$ cat src/rtl/kfx86_shift_pkg.sv
// kfx86_shift_pkg
//   Shared types for the KFX86 shift/rotate engine and the microcode ALU:
//   - flags_t    : accumulator flag layout {O,S,Z,A,P,C}
//   - shift_op_t : shift/rotate opcode (6 is an alias of SHL, i.e. SAL)
//   - state_t    : shift engine FSM state
//   - parity_even: x86 P flag (1 when the low byte has an even number of ones)
package kfx86_shift_pkg;

   typedef struct packed {
      logic o;
      logic s;
      logic z;
      logic a;
      logic p;
      logic c;
   } flags_t;

   typedef enum logic [2:0] {
      OP_ROL = 3'd0,
      OP_ROR = 3'd1,
      OP_RCL = 3'd2,
      OP_RCR = 3'd3,
      OP_SHL = 3'd4,
      OP_SHR = 3'd5,
      OP_SAL = 3'd6,
      OP_SAR = 3'd7
   } shift_op_t;

   typedef enum logic [1:0] {
      ST_IDLE  = 2'd0,
      ST_SHIFT = 2'd1,
      ST_DONE  = 2'd2
   } state_t;

   function automatic logic parity_even(input logic [7:0] b);
      return ~^b;
   endfunction

endpackage

$ cat src/rtl/kfx86_shift_step.sv
// kfx86_shift_step
//   Combinational single-bit shift/rotate step, shared with the microcode ALU.
//   Byte mode operates on value[7:0] and forces the upper bits to zero.
// Ports
//   op          in   shift_op_t  operation
//   select_word in   1           1 = WIDTH-bit step, 0 = byte step
//   value_in    in   WIDTH       operand before the step
//   flags_in    in   flags_t     flags before the step (C is the RCL/RCR carry-in)
//   value_out   out  WIDTH       operand after the step
//   flags_out   out  flags_t     flags after the step
module kfx86_shift_step
   import kfx86_shift_pkg::*;
#(
   parameter int WIDTH = 16
) (
   input  shift_op_t        op,
   input  logic             select_word,
   input  logic [WIDTH-1:0] value_in,
   input  flags_t           flags_in,
   output logic [WIDTH-1:0] value_out,
   output flags_t           flags_out
);

   logic is_left;
   logic is_shift;
   logic old_msb;
   logic fill;
   logic new_msb;
   logic new_msb1;
   logic c_out;

   always_comb begin
      is_left  = (op == OP_ROL) || (op == OP_RCL) || (op == OP_SHL) || (op == OP_SAL);
      is_shift = (op == OP_SHL) || (op == OP_SAL) || (op == OP_SHR) || (op == OP_SAR);
      old_msb  = select_word ? value_in[WIDTH-1] : value_in[7];

      // bit entering the vacated position (bit 0 for left, msb for right)
      unique case (op)
         OP_ROL:  fill = old_msb;
         OP_ROR:  fill = value_in[0];
         OP_RCL,
         OP_RCR:  fill = flags_in.c;
         OP_SAR:  fill = old_msb;
         default: fill = 1'b0;
      endcase

      if (is_left)
         value_out = select_word ? {value_in[WIDTH-2:0], fill}
                                 : {{(WIDTH-8){1'b0}}, value_in[6:0], fill};
      else
         value_out = select_word ? {fill, value_in[WIDTH-1:1]}
                                 : {{(WIDTH-8){1'b0}}, fill, value_in[7:1]};

      new_msb  = select_word ? value_out[WIDTH-1] : value_out[7];
      new_msb1 = select_word ? value_out[WIDTH-2] : value_out[6];
      c_out    = is_left ? old_msb : value_in[0];

      flags_out   = flags_in;
      flags_out.c = c_out;
      unique case (op)
         OP_ROR, OP_RCR: flags_out.o = new_msb ^ new_msb1;
         OP_SHR:         flags_out.o = old_msb;
         OP_SAR:         flags_out.o = 1'b0;
         default:        flags_out.o = c_out ^ new_msb;
      endcase

      if (is_shift) begin
         flags_out.p = parity_even(value_out[7:0]);
         flags_out.z = (value_out == '0);
         flags_out.s = new_msb;
      end
   end

endmodule

$ cat src/rtl/kfx86_shift_unit.sv
// kfx86_shift_unit
//   Iterative shift/rotate engine (8086 "shift r/m,CL"): one bit per clock,
//   start-to-done latency count+1 clocks. FSM IDLE -> SHIFT -> DONE -> IDLE.
//   Build option KFX86_SHIFT_COUNT_MASK_EN: mask count to 5 bits at launch
//   (80186 behaviour); otherwise the full count is used (8088 behaviour).
// Ports
//   clock, reset  in   clock, synchronous active-high reset
//   start         in   launch request, accepted only in IDLE
//   opcode        in   shift_op_t
//   select_word   in   1 = WIDTH-bit op, 0 = byte op on [7:0]
//   source        in   operand
//   count         in   shift count (CL)
//   source_flags  in   incoming flags
//   busy          out  operation in progress
//   done          out  one-cycle pulse, result/out_flags valid
//   result        out  shifted value (upper bits zero in byte mode)
//   out_flags     out  updated flags
module kfx86_shift_unit
   import kfx86_shift_pkg::*;
#(
   parameter int WIDTH       = 16,
   parameter int COUNT_WIDTH = 8
) (
   input  logic                   clock,
   input  logic                   reset,
   input  logic                   start,
   input  shift_op_t              opcode,
   input  logic                   select_word,
   input  logic [WIDTH-1:0]       source,
   input  logic [COUNT_WIDTH-1:0] count,
   input  flags_t                 source_flags,
   output logic                   busy,
   output logic                   done,
   output logic [WIDTH-1:0]       result,
   output flags_t                 out_flags
);

   typedef struct packed {
      shift_op_t op;
      logic      word;
   } req_t;

   state_t                 state_q, state_d;
   req_t                   req_q;
   logic [WIDTH-1:0]       val_q;
   flags_t                 flg_q;
   logic [COUNT_WIDTH-1:0] rem_q;
   logic [WIDTH-1:0]       result_q;
   flags_t                 out_flags_q;

   logic [WIDTH-1:0]       src_masked;
   logic [COUNT_WIDTH-1:0] cnt_eff;
   logic [WIDTH-1:0]       step_val;
   flags_t                 step_flg;

   always_comb begin
      src_masked = select_word ? source : {{(WIDTH-8){1'b0}}, source[7:0]};
`ifdef KFX86_SHIFT_COUNT_MASK_EN
      cnt_eff = count & COUNT_WIDTH'(5'h1F);
`else
      cnt_eff = count;
`endif
   end

   kfx86_shift_step #(.WIDTH(WIDTH)) u_step (
      .op          (req_q.op),
      .select_word (req_q.word),
      .value_in    (val_q),
      .flags_in    (flg_q),
      .value_out   (step_val),
      .flags_out   (step_flg)
   );

   // state register
   always_ff @(posedge clock) begin
      if (reset) state_q <= ST_IDLE;
      else       state_q <= state_d;
   end

   // next state
   always_comb begin
      state_d = state_q;
      unique case (state_q)
         ST_IDLE:  if (start) state_d = (cnt_eff == '0) ? ST_DONE : ST_SHIFT;
         ST_SHIFT: if (rem_q == COUNT_WIDTH'(1)) state_d = ST_DONE;
         ST_DONE:  state_d = ST_IDLE;
         default:  state_d = ST_IDLE;
      endcase
   end

   // datapath: working value iterates in val_q/flg_q; result/out_flags are
   // only written on completion so they stay stable while shifting
   always_ff @(posedge clock) begin
      if (reset) begin
         req_q       <= '{op: OP_ROL, word: 1'b0};
         val_q       <= '0;
         flg_q       <= '0;
         rem_q       <= '0;
         result_q    <= '0;
         out_flags_q <= '0;
      end else begin
         unique case (state_q)
            ST_IDLE: if (start) begin
               req_q <= '{op: opcode, word: select_word};
               val_q <= src_masked;
               flg_q <= source_flags;
               rem_q <= cnt_eff;
               if (cnt_eff == '0) begin
                  result_q    <= src_masked;
                  out_flags_q <= source_flags;
               end
            end
            ST_SHIFT: begin
               val_q <= step_val;
               flg_q <= step_flg;
               rem_q <= rem_q - COUNT_WIDTH'(1);
               if (rem_q == COUNT_WIDTH'(1)) begin
                  result_q    <= step_val;
                  out_flags_q <= step_flg;
               end
            end
            default: ;
         endcase
      end
   end

   assign busy      = (state_q == ST_SHIFT);
   assign done      = (state_q == ST_DONE);
   assign result    = result_q;
   assign out_flags = out_flags_q;

endmodule

$ cat config.mk
export PLATFORM = sky130hd
export DESIGN_NAME = kfx86_shift_unit
export DESIGN_NICKNAME = d
export VERILOG_FILES = /design/src/rtl/kfx86_shift_pkg.sv /design/src/rtl/kfx86_shift_step.sv /design/src/rtl/kfx86_shift_unit.sv
export SDC_FILE = /design/constraint.sdc
export NUM_CORES = 1
export LEC_CHECK = 0
export BUFFER_PORTS_ARGS = -buffer_cell sky130_fd_sc_hd__buf_2
export CORE_ASPECT_RATIO = 1.5
export CORE_MARGIN = 4
export CORE_UTILIZATION = 59
export CTS_CLUSTER_DIAMETER = 50
export DETAILED_ROUTE_END_ITERATION = 10
export PLACE_DENSITY_LB_ADDON = 0.2
export RECOVER_POWER = 25
export SLEW_MARGIN = 20
export SYNTH_ARGS = -nofsm -noshare
export SYNTH_HDL_FRONTEND = slang
export SYNTH_SLANG_ARGS = --single-unit
$ cat constraint.sdc
create_clock -name clock -period 5.3 [get_ports clock]
set_clock_uncertainty 0.05 [all_clocks]
set_input_delay 0.265 -clock clock [delete_from_list [all_inputs] [get_ports clock]]
set_output_delay 0.265 -clock clock [all_outputs]
set_load 0.02 [all_outputs]
==> results.md, run 1 <==
- # placed instances: 463
- CP Data Arrival Time: 2.90 ns
- Clock Power Share: a little over a third
- Clock sink count: 57
- Post-synth top area share: 37.33%
- Area grow syn2layout: 13.67%
- Via-per-instance ratio: approximately 5.8
- Logic gate share of total power: between 20% and 30%
- Largest net degree at the start of global routing: 60
- Syn Nets: roughly 410
- Total Power: 1128 uW
- Skew-Pair Late Insertion Delay: about 0.33 ns
- Achievable Freq: roughly 370 MHz
- Yosys cell types: 56
- P_leak: roughly 0.0013 uW
- Hold_buf cts: 0
- Initial Util: between 60 and 70%
- Hold/Removal Path Class: input pin to flop
- Switching part of the total: 30.52%
- DP HPWL: slightly above 5 mm
- Synth Cell Area: a little over 3000 um2
- Slew Limit Fails: 0
- Syn Area/Cell: around 8.4 um2
- EDFF count, synth: 0
- Startpoint types: flop
- Num CTS Buffers: 9
- P_int: 783.7 uW
- Unrepaired setup endpoints after global routing: no
- Seq pwr share: around 44%
- Total GRT Usage: around 25%
- Root Buffer: clkbuf_8
- Synth warnings: 0
- Vias in the first global route: between 2k and 3k
- Sequential cell area fraction in the yosys report: 37.33%
- GRT overflow: 0
- Top Ports: 61
- Area leader, netlist: dfxtp_1
- Routed WL per cell: about 16 um
- Final period util: 50.94%
- Type of the worst setup path: flop to flop
- CTS tree: done
- DIE WIDTH: about 67 um
- Clock slew at reported path FFs: approximately 0.060 ns
- Via count: between 2k and 3k
- CP Max Fanout: 9
- CP required: ~5.5 ns
- Sw power: about 340 uW
- Max_slew headroom: approximately 30%
- Die H: just under 100 um
- Pwr Density: 324.6 nW/um2
- First-pass GRT wire length: ~12 mm
- GPL Wtd Cong: roughly 0.84
- Core Util, Final: a little over two thirds
- Longest Clk Path Bufs: 2
- Ratio of cells with drive above 1 in the final layout: between 20% and 30%
- ANT cells: 0
- Final WL: approximately 7.5 mm
- Final Critical Period: between 2 and 3 ns
- # port buffers: 60
- Max_cap viols: 0
- Slew @ Worst Pin: approximately 1.1 ns
- Antenna-violating nets left: 0
- Drc violations: 0
- Initial drt markers: 163
- CTS resizes: 0
- Fin cells: approximately 480
- Ys flop type: dfxtp_1
- Final Hold Fails: 0
- Core region area: 4926 um2
- Status: complete, no violations
- Rows: 31
- Nets: ~450
- Setup Buffers After CTS: 0
- Final setup vio count: 0
- Final setup TNS: 0 ns
- Top cells by area, synth: dfxtp_1 (37%), nand2_1 (8.2%), a21oi_1 (6.2%)
- Mapped Cells: roughly 360
- DR pass1 iterations: 4
- CTS H-tree lvls: 3
- Most frequent cells in the layout: nand2_1 (67), dfxtp_1 (57), nor2_1 (42)
- Fraction of registers with async set or reset after synthesis: 0%
- Crit. End Element: flop
- Initial antenna violation count: 0
- Fillcell total: between 400 and 500
- Worst vdd ir: about 0.23 mV
- Yosys reg bits: 57
- Most common cell after layout, fill and taps aside: nand2_1
- Die area: between 6000 and 7000 um2
-- final timing paths --
check                            startpoint                   endpoint  slack (ns)  depth (start not counted)
setup / recovery      req_q[0]$_SDFFE_PP0P_      flg_q[1]$_SDFFE_PP0P_        2.60                          9
hold / removal                    opcode[1]      req_q[2]$_SDFFE_PP0P_        0.12                          3
setup reg to reg      req_q[0]$_SDFFE_PP0P_      flg_q[1]$_SDFFE_PP0P_        2.60                          9
hold reg to reg   out_flags[4]$_SDFFE_PP0P_  out_flags[4]$_SDFFE_PP0P_        0.41                          2
-- logic make-up (layout without fill, tap and decap cells) --
group                      count (synthesis)  after routing  synth area share, %
muxes                                     18             18                6.344
buffers and inverters                     34             85                5.812
adders and majority gates                  6              6                2.456
and+or+nand+nor                          142            142                21.45
xor gates and xnor gates                   5              5                1.433
AOI/OAI and AO/OA                        100            100                25.18
DFF                                       57             57                37.33
-- state kept, by name (all words and copies together), names as in the netlist --
signal     count
rem_q          8
state_q        2
result        16
flg_q          5
val_q         16
req_q          4
out_flags      6
-- area by class of cell --
class | instances | area [um2] | share of cell area, %
multi-input combinational | 271 | 1738 | 50.02
inverter | 5 | 18.77 | 0.5402
timing repair buffer | 64 | 305.3 | 8.786
tap | 66 | 82.58 | 2.377
clock buffer | 13 | 148.9 | 4.285
sequential | 57 | 1141 | 32.84
clock inverter | 3 | 40.04 | 1.152
-- Yosys cell counts, types with 3 or more instances --
library cell and instances:
dfxtp_1 57, xnor2_1 4, a211oi_2 8, nor3_1 6, nand3b_1 3, nor2_1 42, clkbuf_1 14, buf_6 5
o211ai_1 4, inv_1 4, buf_2 10, ha_1 6, a21oi_1 38, o21ai_0 9, a311oi_1 3, nand2_1 67
mux2i_1 16, nand3_1 4, o31ai_1 3, a211oi_1 8, nor4_1 5, a31oi_1 3
-- critical path: stages (launching register included) --
cell and delay [ns]:
dfxtp_1 0.58, mux2i_4 0.41, o221ai_2 0.16, o221ai_1 0.30
ha_1 0.30, xor2_1 0.15, xnor2_1 0.13, o31ai_1 0.26
nand2_1 0.09, a21oi_1 0.18
-- power groups by stage --
stage,logic (uW),registers [uW],clock network (uW)
6_report,235,497,396
3_3_place_gp,228,503,0
5_1_grt,262,501,417
2_1_floorplan,183,499,0
4_1_cts,235,496,400
3_5_place_dp,233,505,0
-- per-stage QoR --
step	cell area, um2	setup WS [ns]	hold slack (ns)
5_1_grt	3475	2.407	0.1429
4_1_cts	3500	2.605	0.1170
2_1_floorplan	3057	3.016	0.3510
3_5_place_dp	3311	2.609	0.3925
3_3_place_gp	3311	2.720	0.3879
6_report	3475	2.600	0.1239
-- layer usage --
metal | track usage, % | up-vias | share of wire [%]
li1 | - | 1387 | -
met1 | 29.05 | 1306 | 41
met2 | 44.45 | 97 | 52
met3 | 3.738 | 12 | 5.9
met4 | 13.90 | 0 | 1.8
met5 | 0 | - | 0
Power figures use the tool's default switching activity.
==> run 2, diff against run 1 <==
--- a/config.mk
+++ b/config.mk
@@ -8,7 +8,7 @@
 export BUFFER_PORTS_ARGS = -buffer_cell sky130_fd_sc_hd__buf_2
 export CORE_ASPECT_RATIO = 1.5
 export CORE_MARGIN = 4
-export CORE_UTILIZATION = 59
+export CORE_UTILIZATION = 50
 export CTS_CLUSTER_DIAMETER = 50
 export DETAILED_ROUTE_END_ITERATION = 10
 export PLACE_DENSITY_LB_ADDON = 0.2
==> constraint.sdc (replaced) <==
create_clock -name clock -period 2.45 [get_ports clock]
set_clock_uncertainty 0.05 [all_clocks]
set_input_delay 0.1225 -clock clock [delete_from_list [all_inputs] [get_ports clock]]
set_output_delay 0.1225 -clock clock [all_outputs]
set_load 0.02 [all_outputs]
==> run 2 against run 1 <==
  * Critical path depth stayed put
  * Design area increased by 6.5%
  * Combinational power is 150% higher
  * Clock power is 90% higher
  * Hold slack lost 0.12 ns
  * Routed wire length increased by 5.5%
  * Count of clock-buffer cells in the layout down 2
  * Fmax rose by 18%
  * Non-clock buffer count grew 22
  * Via count is 2.8% higher
  * Largest cell class unchanged
  * Core utilization shrank 7.5 points
==> results.md, run 2 (synthesis gave the netlist of run 1 again) <==
- Final setup TNS: 0 ns (unchanged)
- Register area: 1144 um2 (was 1141 um2)
- CP required: 2.67 ns (was 5.50 ns)
- ANT cells: 0 (unchanged)
- Grt met3 use: 6.008% (was 3.738%)
- GRT overflow: 0 (unchanged)
- Final period util: 93.35% (was 50.94%)
- Num CTS Buffers: 9 (unchanged)
- Root Buffer: clkbuf_8 (unchanged)
- Most used routing layer: met2 (unchanged)
- Max_cap viols: 0 (unchanged)
- DP HPWL: 5.621 mm (was 5.045 mm)
- Total GRT Usage: 22.08% (was 25.37%)
- Crit. End Element: flop (unchanged)
- Initial drt markers: 131 (was 163)
- DIE WIDTH: 71.84 um (was 66.77 um)
- Final Hold Fails: 0 (unchanged)
- Area grow syn2layout: 21.04% (was 13.67%)
- Status: complete, no violations (unchanged)
- Initial Util: 52.07% (was 62.05%)
- CP Max Fanout: 6 (was 9)
- Setup slack after layout: 0.1629 ns (was 2.600 ns)
- Ratio of cells with drive above 1 in the final layout: 23.50% (was 20.10%)
- DP Worst Slack: 0.05493 ns (was 2.609 ns)
- Die H: 103.8 um (was 96.16 um)
- Worst vdd ir: 0.3609 mV (was 0.2268 mV)
- CTS tree: done (unchanged)
- # port buffers: 60 (unchanged)
- P_leak: 0.001374 uW (was 0.001266 uW)
- Top Ports: 61 (unchanged)
- Post-Layout Inst Area: 3700 um2 (was 3475 um2)
- Via count: 2880 (was 2802)
- Drc violations: 0 (unchanged)
- Most frequent cells in the layout: nand2_1 (67), dfxtp_1 (55), nor2_1 (42) (was nand2_1 (67), dfxtp_1 (57), nor2_1 (42))
- Type of the worst setup path: flop to flop (unchanged)
- Slew @ Worst Pin: 0.8473 ns (was 1.054 ns)
- GR Util met1: 26.16% (was 29.05%)
- Final Critical Period: 2.287 ns (was 2.700 ns)
- Routed WL per cell: 15.70 um (was 15.71 um)
- Vias in the first global route: 2792 (was 2708)
- Slowest Stage Delay on Critical Path: 0.36 ns (was 0.58 ns)
- Startpoint types: flop (unchanged)
- GR Layer Usage met2: 36.51% (was 44.45%)
- Most common cell after layout, fill and taps aside: nand2_1 (unchanged)
- Rows: 34 (was 31)
- First-pass GRT wire length: 13.10 mm (was 12.43 mm)
- Slowest CP cell: dfxtp_2 (was dfxtp_1)
- Clock slew at reported path FFs: 0.07 ns (was 0.06 ns)
- Area occupied by multi-input gates: 1755 um2 (was 1738 um2)
- Core region area: 5871 um2 (was 4926 um2)
- Skew-Pair Late Insertion Delay: 0.34 ns (was 0.33 ns)
- CP Data Arrival Time: 2.51 ns (was 2.90 ns)
- Core Util, Final: 63.02% (was 70.54%)
- Most used cell, CP: o221ai_2
- Hold/Removal Path Class: input pin to flop (unchanged)
- GPL Wtd Cong: 0.8373 (was 0.8357)
- Slew Limit Fails: 0 (unchanged)
- DR pass1 iterations: 4 (unchanged)
- Pwr Density: 649.0 nW/um2 (was 324.6 nW/um2)
- Unrepaired setup endpoints after global routing: no (unchanged)
- Crit-path cells: mux2i_4 > o221ai_2 > o221ai_2 > ha_1 > xor2_2 > xnor2_1 > o31ai_1 > nand2_1 > a21oi_1 (was mux2i_4 > o221ai_2 > o221ai_1 > ha_1 > xor2_1 > xnor2_1 > o31ai_1 > nand2_1 > a21oi_1)
- Final setup vio count: 0 (unchanged)
- Initial antenna violation count: 0 (unchanged)
- Antenna-violating nets left: 0 (unchanged)
- Largest net degree at the start of global routing: 43 (was 60)
- Max_slew headroom: 43.51% (was 29.72%)
- Longest Clk Path Bufs: 2 (unchanged)
- Achievable Freq: 437.2 MHz (was 370.4 MHz)
- Final WL: 7.943 mm (was 7.527 mm)
- CTS H-tree lvls: 3 (unchanged)
- Nets: 473 (was 451)
- Die area: 7454 um2 (was 6420 um2)
- Fillcell total: 548 (was 436)
- Via-per-instance ratio: 5.692 (was 5.850)
- Clock sink count: 57 (unchanged)
- Placed cell area: 3438 um2 (was 3311 um2)
[run 2: worst paths after layout]
kind	cells past startpoint	startpoint	endpoint	slack, ns
max	9	req_q[0]$_SDFFE_PP0P_	out_flags[1]$_SDFFE_PP0P_	0.16
min reg2reg	2	result[5]$_SDFFE_PP0P_	result[5]$_SDFFE_PP0P_	0.40
max reg2reg	9	req_q[0]$_SDFFE_PP0P_	out_flags[1]$_SDFFE_PP0P_	0.16
min	3	opcode[1]	req_q[2]$_SDFFE_PP0P_	0.003
[run 2: cell type report]
| cell class | instances | share of cell area [%] |
|---|---|---|
| well taps | 72 | 2.435 |
| repair buffers | 86 | 14.34 |
| inverters | 5 | 0.5073 |
| multi-input cells | 271 | 47.45 |
| flip-flops and latches | 57 | 30.91 |
| clock inverters | 4 | 0.5411 |
| clock buffers | 11 | 3.821 |
[run 2: critical path: cells and delay by family (launching register included)]
| kind | cells | cell delay [ns] |
|---|---|---|
| AO/OA/AOI/OAI | 4 | 0.81 |
| flip-flops | 1 | 0.36 |
| XOR/XNOR | 2 | 0.29 |
| AND/OR/NAND/NOR | 1 | 0.11 |
| multiplexers | 1 | 0.32 |
| adder cells (fa/ha/maj) | 1 | 0.28 |
[run 2: report_power, final]
group / total [uW] / switching (uW) / internal (uW)
Combinational: 578 / 326 / 252
Clock: 754 / 373 / 381
Sequential: 1070 / 73.0 / 996
[run 2: metrics by stage]
step	instances	power (uW)	hold WS, ns
floorplan	362	1475	0.2085
global placement	480	1623	0.3272
detailed placement	480	1635	0.3230
CTS	504	2401	0.006585
global route	506	2531	0.01637
finish	506	2401	0.002686
[run 2: repair_timing]
| item | 4_1_cts | 5_1_grt |
|---|---|---|
| endpoints found under the hold margin | 9 | 0 |
| setup buffers | 0 | 2 |
| gates resized for setup | 0 | 5 |
| setup endpoints to repair | 0 | 4 |
| hold buffers | 9 | 0 |
[run 2: metal layers]
metal  up-vias  routed length [um]  part of all wire [%]
li1       1426                   -                     -
met1      1348                3255                    41
met2        87                3998                    50
met3        19                 484                   6.1
met4         0                 205                   2.6
met5         -                   0                     0
